**src/rtl/eth_tx_framer.sv**
```systemverilog
// rtl/eth_tx_framer.sv - Ethernet transmit framer: preamble/SFD, payload, zero pad, CRC-32 FCS, IFG
// One output byte register; in_r_TREADY is combinational from the state and that register.
module eth_tx_framer #(
   parameter int MIN_FRAME_BYTES = 60,
   parameter int IFG_BYTES       = 12,
   parameter bit PREAMBLE_ENABLE = 1'b1
) (
   input  logic       ap_clk,
   input  logic       ap_rst_n,
   input  logic [7:0] in_r_TDATA,
   input  logic       in_r_TVALID,
   output logic       in_r_TREADY,
   input  logic       in_r_TLAST,
   output logic [7:0] out_r_TDATA,
   output logic       out_r_TVALID,
   input  logic       out_r_TREADY,
   output logic       out_r_TLAST
);

   typedef enum logic [2:0] {ST_IDLE, ST_PRE, ST_DATA, ST_PAD, ST_FCS, ST_IFG} state_t;

   localparam logic [11:0] MIN_W    = 12'(MIN_FRAME_BYTES);
   localparam logic [15:0] IFG_LAST = 16'(IFG_BYTES - 1);

   state_t      state_q, state_d;
   logic        out_valid_q, out_valid_d;
   logic [7:0]  out_data_q, out_data_d;
   logic        out_last_q, out_last_d;
   logic [31:0] crc_q, crc_d;
   logic [10:0] byte_cnt_q, byte_cnt_d;
   logic [2:0]  pre_cnt_q, pre_cnt_d;
   logic [1:0]  fcs_idx_q, fcs_idx_d;
   logic [15:0] ifg_cnt_q, ifg_cnt_d;

   logic        load;
   logic [11:0] cnt_inc;
   logic [10:0] cnt_sat;
   logic [31:0] fcs_shift;

   function automatic logic [31:0] crc_byte(input logic [31:0] c, input logic [7:0] d);
      logic [31:0] r;
      r = c;
      for (int i = 0; i < 8; i++) begin
         r = (r[0] ^ d[i]) ? ((r >> 1) ^ 32'hEDB88320) : (r >> 1);
      end
      return r;
   endfunction

   assign load         = !out_valid_q || out_r_TREADY;
   assign in_r_TREADY  = (state_q == ST_DATA) && load;
   assign out_r_TDATA  = out_data_q;
   assign out_r_TVALID = out_valid_q;
   assign out_r_TLAST  = out_last_q;

   always_comb begin
      state_d     = state_q;
      out_valid_d = out_valid_q;
      out_data_d  = out_data_q;
      out_last_d  = out_last_q;
      crc_d       = crc_q;
      byte_cnt_d  = byte_cnt_q;
      pre_cnt_d   = pre_cnt_q;
      fcs_idx_d   = fcs_idx_q;
      ifg_cnt_d   = ifg_cnt_q;
      cnt_inc     = {1'b0, byte_cnt_q} + 12'd1;
      cnt_sat     = (byte_cnt_q == 11'h7FF) ? byte_cnt_q : byte_cnt_q + 11'd1;
      fcs_shift   = (~crc_q) >> {fcs_idx_q, 3'b000};

      // A consumed byte leaves the register empty unless a state below refills it.
      if (load) begin
         out_valid_d = 1'b0;
         out_last_d  = 1'b0;
      end

      case (state_q)
         ST_IDLE: begin
            if (in_r_TVALID) begin
               crc_d      = 32'hFFFFFFFF;
               byte_cnt_d = '0;
               pre_cnt_d  = '0;
               fcs_idx_d  = '0;
               state_d    = PREAMBLE_ENABLE ? ST_PRE : ST_DATA;
            end
         end
         ST_PRE: begin
            if (load) begin
               out_valid_d = 1'b1;
               out_data_d  = (pre_cnt_q == 3'd7) ? 8'hD5 : 8'h55;
               pre_cnt_d   = pre_cnt_q + 3'd1;
               if (pre_cnt_q == 3'd7) state_d = ST_DATA;
            end
         end
         ST_DATA: begin
            if (load && in_r_TVALID) begin
               out_valid_d = 1'b1;
               out_data_d  = in_r_TDATA;
               crc_d       = crc_byte(crc_q, in_r_TDATA);
               byte_cnt_d  = cnt_sat;
               if (in_r_TLAST) state_d = (cnt_inc < MIN_W) ? ST_PAD : ST_FCS;
            end
         end
         ST_PAD: begin
            if (load) begin
               out_valid_d = 1'b1;
               out_data_d  = 8'h00;
               crc_d       = crc_byte(crc_q, 8'h00);
               byte_cnt_d  = cnt_sat;
               if (cnt_inc >= MIN_W) state_d = ST_FCS;
            end
         end
         ST_FCS: begin
            if (load) begin
               out_valid_d = 1'b1;
               out_data_d  = fcs_shift[7:0];
               out_last_d  = (fcs_idx_q == 2'd3);
               fcs_idx_d   = fcs_idx_q + 2'd1;
               if (fcs_idx_q == 2'd3) begin
                  state_d   = ST_IFG;
                  ifg_cnt_d = '0;
               end
            end
         end
         ST_IFG: begin
            // Gap counting starts only once the final FCS byte has left the register.
            if (!out_valid_q) begin
               if (ifg_cnt_q == IFG_LAST) state_d = ST_IDLE;
               else ifg_cnt_d = ifg_cnt_q + 16'd1;
            end
         end
         default: state_d = ST_IDLE;
      endcase
   end

   always_ff @(posedge ap_clk or negedge ap_rst_n) begin
      if (!ap_rst_n) begin
         state_q     <= ST_IDLE;
         out_valid_q <= 1'b0;
         out_data_q  <= 8'h00;
         out_last_q  <= 1'b0;
         crc_q       <= 32'hFFFFFFFF;
         byte_cnt_q  <= '0;
         pre_cnt_q   <= '0;
         fcs_idx_q   <= '0;
         ifg_cnt_q   <= '0;
      end else begin
         state_q     <= state_d;
         out_valid_q <= out_valid_d;
         out_data_q  <= out_data_d;
         out_last_q  <= out_last_d;
         crc_q       <= crc_d;
         byte_cnt_q  <= byte_cnt_d;
         pre_cnt_q   <= pre_cnt_d;
         fcs_idx_q   <= fcs_idx_d;
         ifg_cnt_q   <= ifg_cnt_d;
      end
   end

endmodule

```
**config.mk**
```make
export PLATFORM = sky130hd
export DESIGN_NAME = eth_tx_framer
export DESIGN_NICKNAME = d
export VERILOG_FILES = /design/src/rtl/eth_tx_framer.sv
export SDC_FILE = /design/constraint.sdc
export NUM_CORES = 1
export LEC_CHECK = 0
export ABC_CLOCK_PERIOD_IN_PS = 5900
export CORE_MARGIN = 4
export CORE_UTILIZATION = 30
export DETAILED_ROUTE_END_ITERATION = 8
export GPL_TIMING_DRIVEN = 0
export PLACE_DENSITY_LB_ADDON = 0.3
export SLEW_MARGIN = 5
export SYNTH_ARGS = -nofsm -noshare
export SYNTH_HDL_FRONTEND = slang
export SYNTH_SLANG_ARGS = --single-unit
```
**constraint.sdc**
```tcl
create_clock -name ap_clk -period 5.9 [get_ports ap_clk]
set_clock_uncertainty 0.1 [all_clocks]
set_input_delay 0.885 -clock ap_clk [delete_from_list [all_inputs] [get_ports ap_clk]]
set_output_delay 0.885 -clock ap_clk [all_outputs]
set_load 0.02 [all_outputs]
```
==> impl_metrics.py, run 1 <==
metrics = {
    "place": {
        "placed_area_mm2": 0.00625,
        "pre_cts_slack_ns": 2.36,
        "gp_congestion": 0.888,
        "port_buffers": 20,
        "hpwlAfterDp_mm": 11.3,
    },
    "grt": {
        "antenna_found_initial": 0,
        "grt_max_degree": 63,
        "grt_pass1_vias": 4349,
        "grt_first_pass_wirelength_mm": 25.0,
        "overflow": 0,
        "grtUsageTotal_pct": 14.7,
    },
    "worst_hold_path": {
        "hp-class": "in -> async",
    },
    "timing": {
        "fin_crit_ns": 3.66,
        "drv_slew": 0,
        "slew_headroom_pct": 39.4,
        "hold_violations": 0,
        "worst_slew_pin_slew_ns": 0.905,
        "fmax_mhz": 273,
        "finalSetupViolCount": 0,
        "setup_tns_ns": 0,
        "fin_crit_sh_pct": 62.0,
        "rsz0062_at_grt": "no",
        "setup_ws_ns": 2.24,
        "hold_slack_ns": 0.299,
    },
    "outcome": {
        "status": "completed",
    },
    "layout": {
        "final_area_mm2": 0.00655,
        "area_growth_pct": 14.2,
        "antenna_cells": 0,
        "final_nets": 663,
        "drive_gt1_share_pct": 15.7,
    },
    "clock_tree": {
        "clock-sinks": 77,
        "cts-root-buf": "clkbuf_16",
        "insertion_delay_ns": 0.35,
        "post_cts_buffers": 0,
        "clk_pin_slew_worst_paths_ns": 0.07,
        "numCtsBuffers": 9,
        "clk_path_buf_depth": 2,
        "htree_levels": 3,
        "cts_hold_buf": 0,
        "post_cts_resized": 0,
        "cts_tree": "yes",
    },
    "die": {
        "row_count": 50,
        "die_x_um": 146,
        "num_io_pins": 24,
        "core_mm2": 0.0188,
        "die_y_um": 146,
        "initial_core_util_pct": 30.5,
        "fp.dieArea_mm2": 0.0214,
    },
    "yosys": {
        "syn-num-nets": 631,
        "synth_flop_cell": "dfrtp_1",
        "synth-seq-cells": 77,
        "synth_cells": 613,
        "yosysSeqAreaShare_pct": 34.3,
        "synthArstFlopShare_pct": 100,
        "synth_edf_count": 0,
        "syn_area_mm2": 0.00573,
        "ys_types": 63,
        "yosys_warnings": 0,
        "avgSynthCellArea_um2": 9.35,
    },
    "job": {
        "cap_violations": 0,
    },
    "critical_path": {
        "start_kind": "flip-flop",
        "critPathKind": "reg -> out",
        "worstPathMaxFanout": 10,
        "worstPathArrival_ns": 2.67,
        "cp-end-kind": "output port",
        "required_ns": 4.91,
    },
    "pwr": {
        "leakagePower_nw": 2.46,
        "power_density_mw_per_mm2": 719,
        "vdd_drop_max_mv": 0.231,
        "finalPower_mw": 4.70,
    },
    "detailed_routing": {
        "vias": 4529,
        "drtPass1Iterations": 5,
        "drtIter0Drc": 316,
        "routed_wl_mm": 15.7,
        "drc": 0,
        "via_per_inst": 5.12,
        "post_drt_wl_per_cell_um": 17.7,
        "detail-route-antenna-nets": 0,
    },
}
## final cells by class
type                       instances  area, um^2
timing repair buffer              21         225
inverter                          10        37.5
buffer                            34         180
multi-input combinational        492        3550
clock buffer                      11         253
clock inverter                     5        41.3
sequential                        77        1970
fill                            1924       12200
tap                              234         293
## cells by family after synthesis
logic type / Yosys count / synth area share (%)
and+or+nand+nor: 188 / 15.1
muxes: 13 / 4.02
adders and majority gates: 5 / 1.09
xor gates and xnor gates: 151 / 26.9
AOI/OAI and AO/OA: 135 / 14.8
DFF: 77 / 34.3
buffers and inverters: 44 / 3.80
## path summary, 6_finish.rpt
check / from / endpoint / slack, ns / cells after the start
max reg2reg: out_r_TVALID / crc_q[20] / 3.28 / 6
min in group ap_clk: out_r_TDATA[6] / out_r_TDATA[6] / 0.39 / 1
max in group asynchronous: ap_rst_n / crc_q[18] / 4.78 / 2
min reg2reg: out_r_TDATA[6] / out_r_TDATA[6] / 0.39 / 1
max: state_q[2] / in_r_TREADY / 2.24 / 5
min: ap_rst_n / out_r_TDATA[5] / 0.30 / 1
## Yosys cell counts (7+ instances only)
library cell | n | share of area (%)
nand3_1 | 10 | 0.87
xnor2_1 | 98 | 15
buf_2 | 9 | 0.79
nor2b_1 | 7 | 0.76
clkbuf_1 | 14 | 0.92
nand2b_1 | 10 | 1.1
dfstp_2 | 32 | 15
xor2_1 | 32 | 4.9
o21ai_0 | 43 | 3.8
xnor2_2 | 11 | 3.1
a21oi_1 | 35 | 3.1
nand4_1 | 7 | 0.76
nor3_1 | 15 | 1.3
nand2_1 | 40 | 2.6
dfrtp_1 | 45 | 20
buf_4 | 7 | 0.92
nor2_1 | 78 | 5.1
mux4_2 | 8 | 3.1
inv_1 | 10 | 0.65
## stage by stage
step	util, %	cells
2_1_floorplan	-	613
3_3_place_gp	33.2	867
3_5_place_dp	33.3	868
4_1_cts	34.9	884
5_1_grt	34.9	884
6_report	34.9	884
## cells in the final DEF, fill, tap and decap left out, types with 5 or more instances in the layout
cell,instances
xnor2_1,98
nor2_1,78
dfrtp_1,45
o21ai_0,43
nand2_1,40
a21oi_1,35
xor2_1,32
dfstp_2,32
clkdlybuf4s50_1,19
nor3_1,15
clkbuf_1,14
xnor2_2,11
inv_1,10
nand2b_1,10
nand3_1,10
buf_2,9
clkbuf_16,9
buf_4,8
mux4_2,8
nor2b_1,7
nand4_1,7
nor4_1,5
mux2i_1,5
a22o_1,5
ha_1,5
## worst max-delay path, cell delays in order (launching register included)
cell and delay [ns]:
dfrtp_1 0.44, clkbuf_1 0.27, nor2b_1 0.49, nand2_1 0.23
nor2_1 0.24, clkdlybuf4s50_1 0.64
## sequential cells by signal, summed over array words and instances (netlist names), named ones only
register      count
crc_q            32
ifg_cnt_q        16
byte_cnt_q       11
out_r_TDATA       8
pre_cnt_q         3
state_q           3
fcs_idx_q         2
out_r_TVALID      1
## where the power goes
group / switching [mW] / internal [mW]
Sequential: 0.150 / 0.788
Clock: 0.243 / 0.312
Combinational: 1.75 / 1.47
Total: 2.14 / 2.57
## layer usage
layer  GRT usage [%]  vias up  routed length (um)
li1                -     2186                   -
met1            21.1     2234                7510
met2            23.3       94                7330
met3            1.33       15                 561
met4            5.36        0                 267
met5               0        -                   0
Power figures use the tool's default switching activity.
==> run 2, diff against run 1 <==
Settings changed: ABC_CLOCK_PERIOD_IN_PS 5900 to 3100.
Clock period 5.9 ns to 3.1 ns, I/O delays scaled along.
==> impl_metrics.py, run 2 (synthesis gave the netlist of run 1 again) <==
metrics = {
    "outcome": {
        "status": "completed",
    },
    "pwr": {
        "switching_share_pct": 45.4,
        "internal_power_mw": 4.89,
        "pwr-share-clk_pct": 11.8,
        "vdd_drop_max_mv": 0.440,
        "seq_power_share_pct": 19.9,
        "power_density_mw_per_mm2": 1370,
        "p_comb_share_pct": 68.3,
        "switchingPower_mw": 4.07,
        "leakagePower_nw": 2.49,
    },
    "timing": {
        "fin_crit_sh_pct": 91.1,
        "worst_slew_pin_slew_ns": 0.901,
        "slew_headroom_pct": 39.6,
        "fmax_mhz": 354,
        "hold_violations": 0,
        "drv_slew": 0,
        "hold_slack_ns": 0.389,
        "fin_crit_ns": 2.82,
        "setup_tns_ns": 0,
        "finalSetupViolCount": 0,
        "rsz0062_at_grt": "no",
    },
    "layout": {
        "top_register": "crc_q",
        "drive_gt1_share_pct": 15.8,
        "layout.area.seq_mm2": 0.00197,
        "multi_input_area_mm2": 0.00356,
        "final_common_cell": "xnor2_1",
        "fillers": 1925,
        "top_regs": "crc_q (32), ifg_cnt_q (16), byte_cnt_q (11)",
        "final_nets": 663,
        "layout_common_cells": "xnor2_1 (98), nor2_1 (78), dfrtp_1 (45)",
        "largest_reg_flops": 32,
        "antenna_cells": 0,
        "area_growth_pct": 14.4,
    },
    "job": {
        "cap_violations": 0,
    },
    "worst_hold_path": {
        "whs_path_depth": 1,
        "hold_end": "out_r_TDATA[6]",
        "hp-class": "reg -> reg",
        "min_from": "out_r_TDATA[6]",
    },
    "critical_path": {
        "start_kind": "flip-flop",
        "r2r_start": "state_q[2]",
        "crit_chain": "nand2b_1 -> clkbuf_1 -> nor3_2 -> clkbuf_1 -> a21oi_1",
        "critPathKind": "reg -> reg",
        "r2r_slack_ns": 0.28,
        "cp_slowest_stage_delay_ns": 0.79,
        "required_ns": 3.24,
        "slowest_stage": "nor3_2",
        "cp_top_family": "simple AND/OR/NAND/NOR gates",
        "worstPathArrival_ns": 2.96,
        "crit_buf_inv": 2,
        "worstPathMaxFanout": 16,
        "timing.rr.end": "crc_q[10]",
        "crit_path_start": "state_q[2]",
        "cp-end-kind": "flip-flop",
        "reg2reg_depth": 5,
        "crit_path_frequent_cell": "clkbuf_1",
    },
    "die": {
        "initial_core_util_pct": 30.5,
        "core_mm2": 0.0188,
        "die_x_um": 146,
        "die_y_um": 146,
        "fp.dieArea_mm2": 0.0214,
        "num_io_pins": 24,
        "row_count": 50,
    },
    "place": {
        "port_buffers": 20,
        "hpwlAfterDp_mm": 11.3,
        "gp_congestion": 0.888,
    },
    "detailed_routing": {
        "via_per_inst": 5.14,
        "vias": 4546,
        "post_drt_wl_per_cell_um": 17.7,
        "drtPass1Iterations": 5,
        "detail-route-antenna-nets": 0,
        "routed_wl_mm": 15.7,
        "drtIter0Drc": 270,
        "drc": 0,
    },
    "grt": {
        "grt_use_met3_pct": 1.33,
        "overflow": 0,
        "busiest_layer": "met2",
        "grt_first_pass_wirelength_mm": 25.0,
        "grtUsageTotal_pct": 14.7,
        "antenna_found_initial": 0,
        "use_met1_pct": 21.1,
        "grt_max_degree": 63,
        "met2_usage_pct": 23.3,
        "grt_pass1_vias": 4353,
    },
    "clock_tree": {
        "insertion_delay_ns": 0.35,
        "numCtsBuffers": 9,
        "clk_path_buf_depth": 2,
        "cts-root-buf": "clkbuf_16",
        "clk_pin_slew_worst_paths_ns": 0.07,
        "cts_tree": "yes",
        "clock-sinks": 77,
        "htree_levels": 3,
        "post_cts_buffers": 0,
    },
}
==> run 2: changes by cell type in the layout (fill, tap and decap cells not counted), sizes merged <==
cell	previous run	this run
clkbuf	25	24
clkdlybuf4s50	19	18
dlygate4sd3	0	1
dlymetal6s2s	0	1
==> run 2: power by group through the flow <==
stage	Clock, mW	Sequential, mW	Combinational (mW)
floorplan	0	1.79	4.75
global placement	0	1.79	6.03
detailed placement	0	1.79	6.05
CTS	1.08	1.78	6.10
global route	1.12	1.83	6.59
finish	1.06	1.79	6.12
==> run 2: worst max-delay path by stage <==
| stage | endpoint | cells past startpoint |
|---|---|---|
| 6_report | crc_q[10] | 5 |
| 4_1_cts | in_r_TREADY | 5 |
| 3_5_place_dp | crc_q[20] | 6 |
| 5_1_grt | crc_q[6] | 5 |
| 3_3_place_gp | byte_cnt_q[0] | 1 |
| 2_1_floorplan | crc_q[20] | 7 |
==> run 2: timing repair <==
item / in CTS / in global routing
endpoints found under the setup margin: 1 / 1
resized for setup: 2 / 1
endpoints found under the hold margin: 3 / 0
hold buffers: 1 / 0
==> run 2: area by class of cell <==
class	count	share of cell area, %
multi-input combinational	492	54.2
tap	234	4.46
buffer	33	2.69
timing repair buffer	22	3.62
sequential	77	30.0
clock buffer	11	3.85
clock inverter	5	0.629
inverter	10	0.572
==> run 2: metal layers <==
metal,part of all wire (%),wire [um]
met5,0,0
met4,1.7,264
met3,2.7,427
met2,47,7330
met1,49,7670
==> run 2: per-stage QoR <==
| step | utilization [%] | setup WS [ns] | cells | area (um^2) | power, mW |
|---|---|---|---|---|---|
| global route | 35.0 | 0.113 | 884 | 6560 | 9.53 |
| floorplan | - | 0.981 | 613 | 5730 | 6.54 |
| CTS | 35.0 | 0.0508 | 885 | 6560 | 8.96 |
| global placement | 33.2 | -1.43 | 867 | 6230 | 7.82 |
| detailed placement | 33.3 | 0.0283 | 868 | 6250 | 7.85 |
| finish | 35.0 | 0.276 | 884 | 6560 | 8.96 |
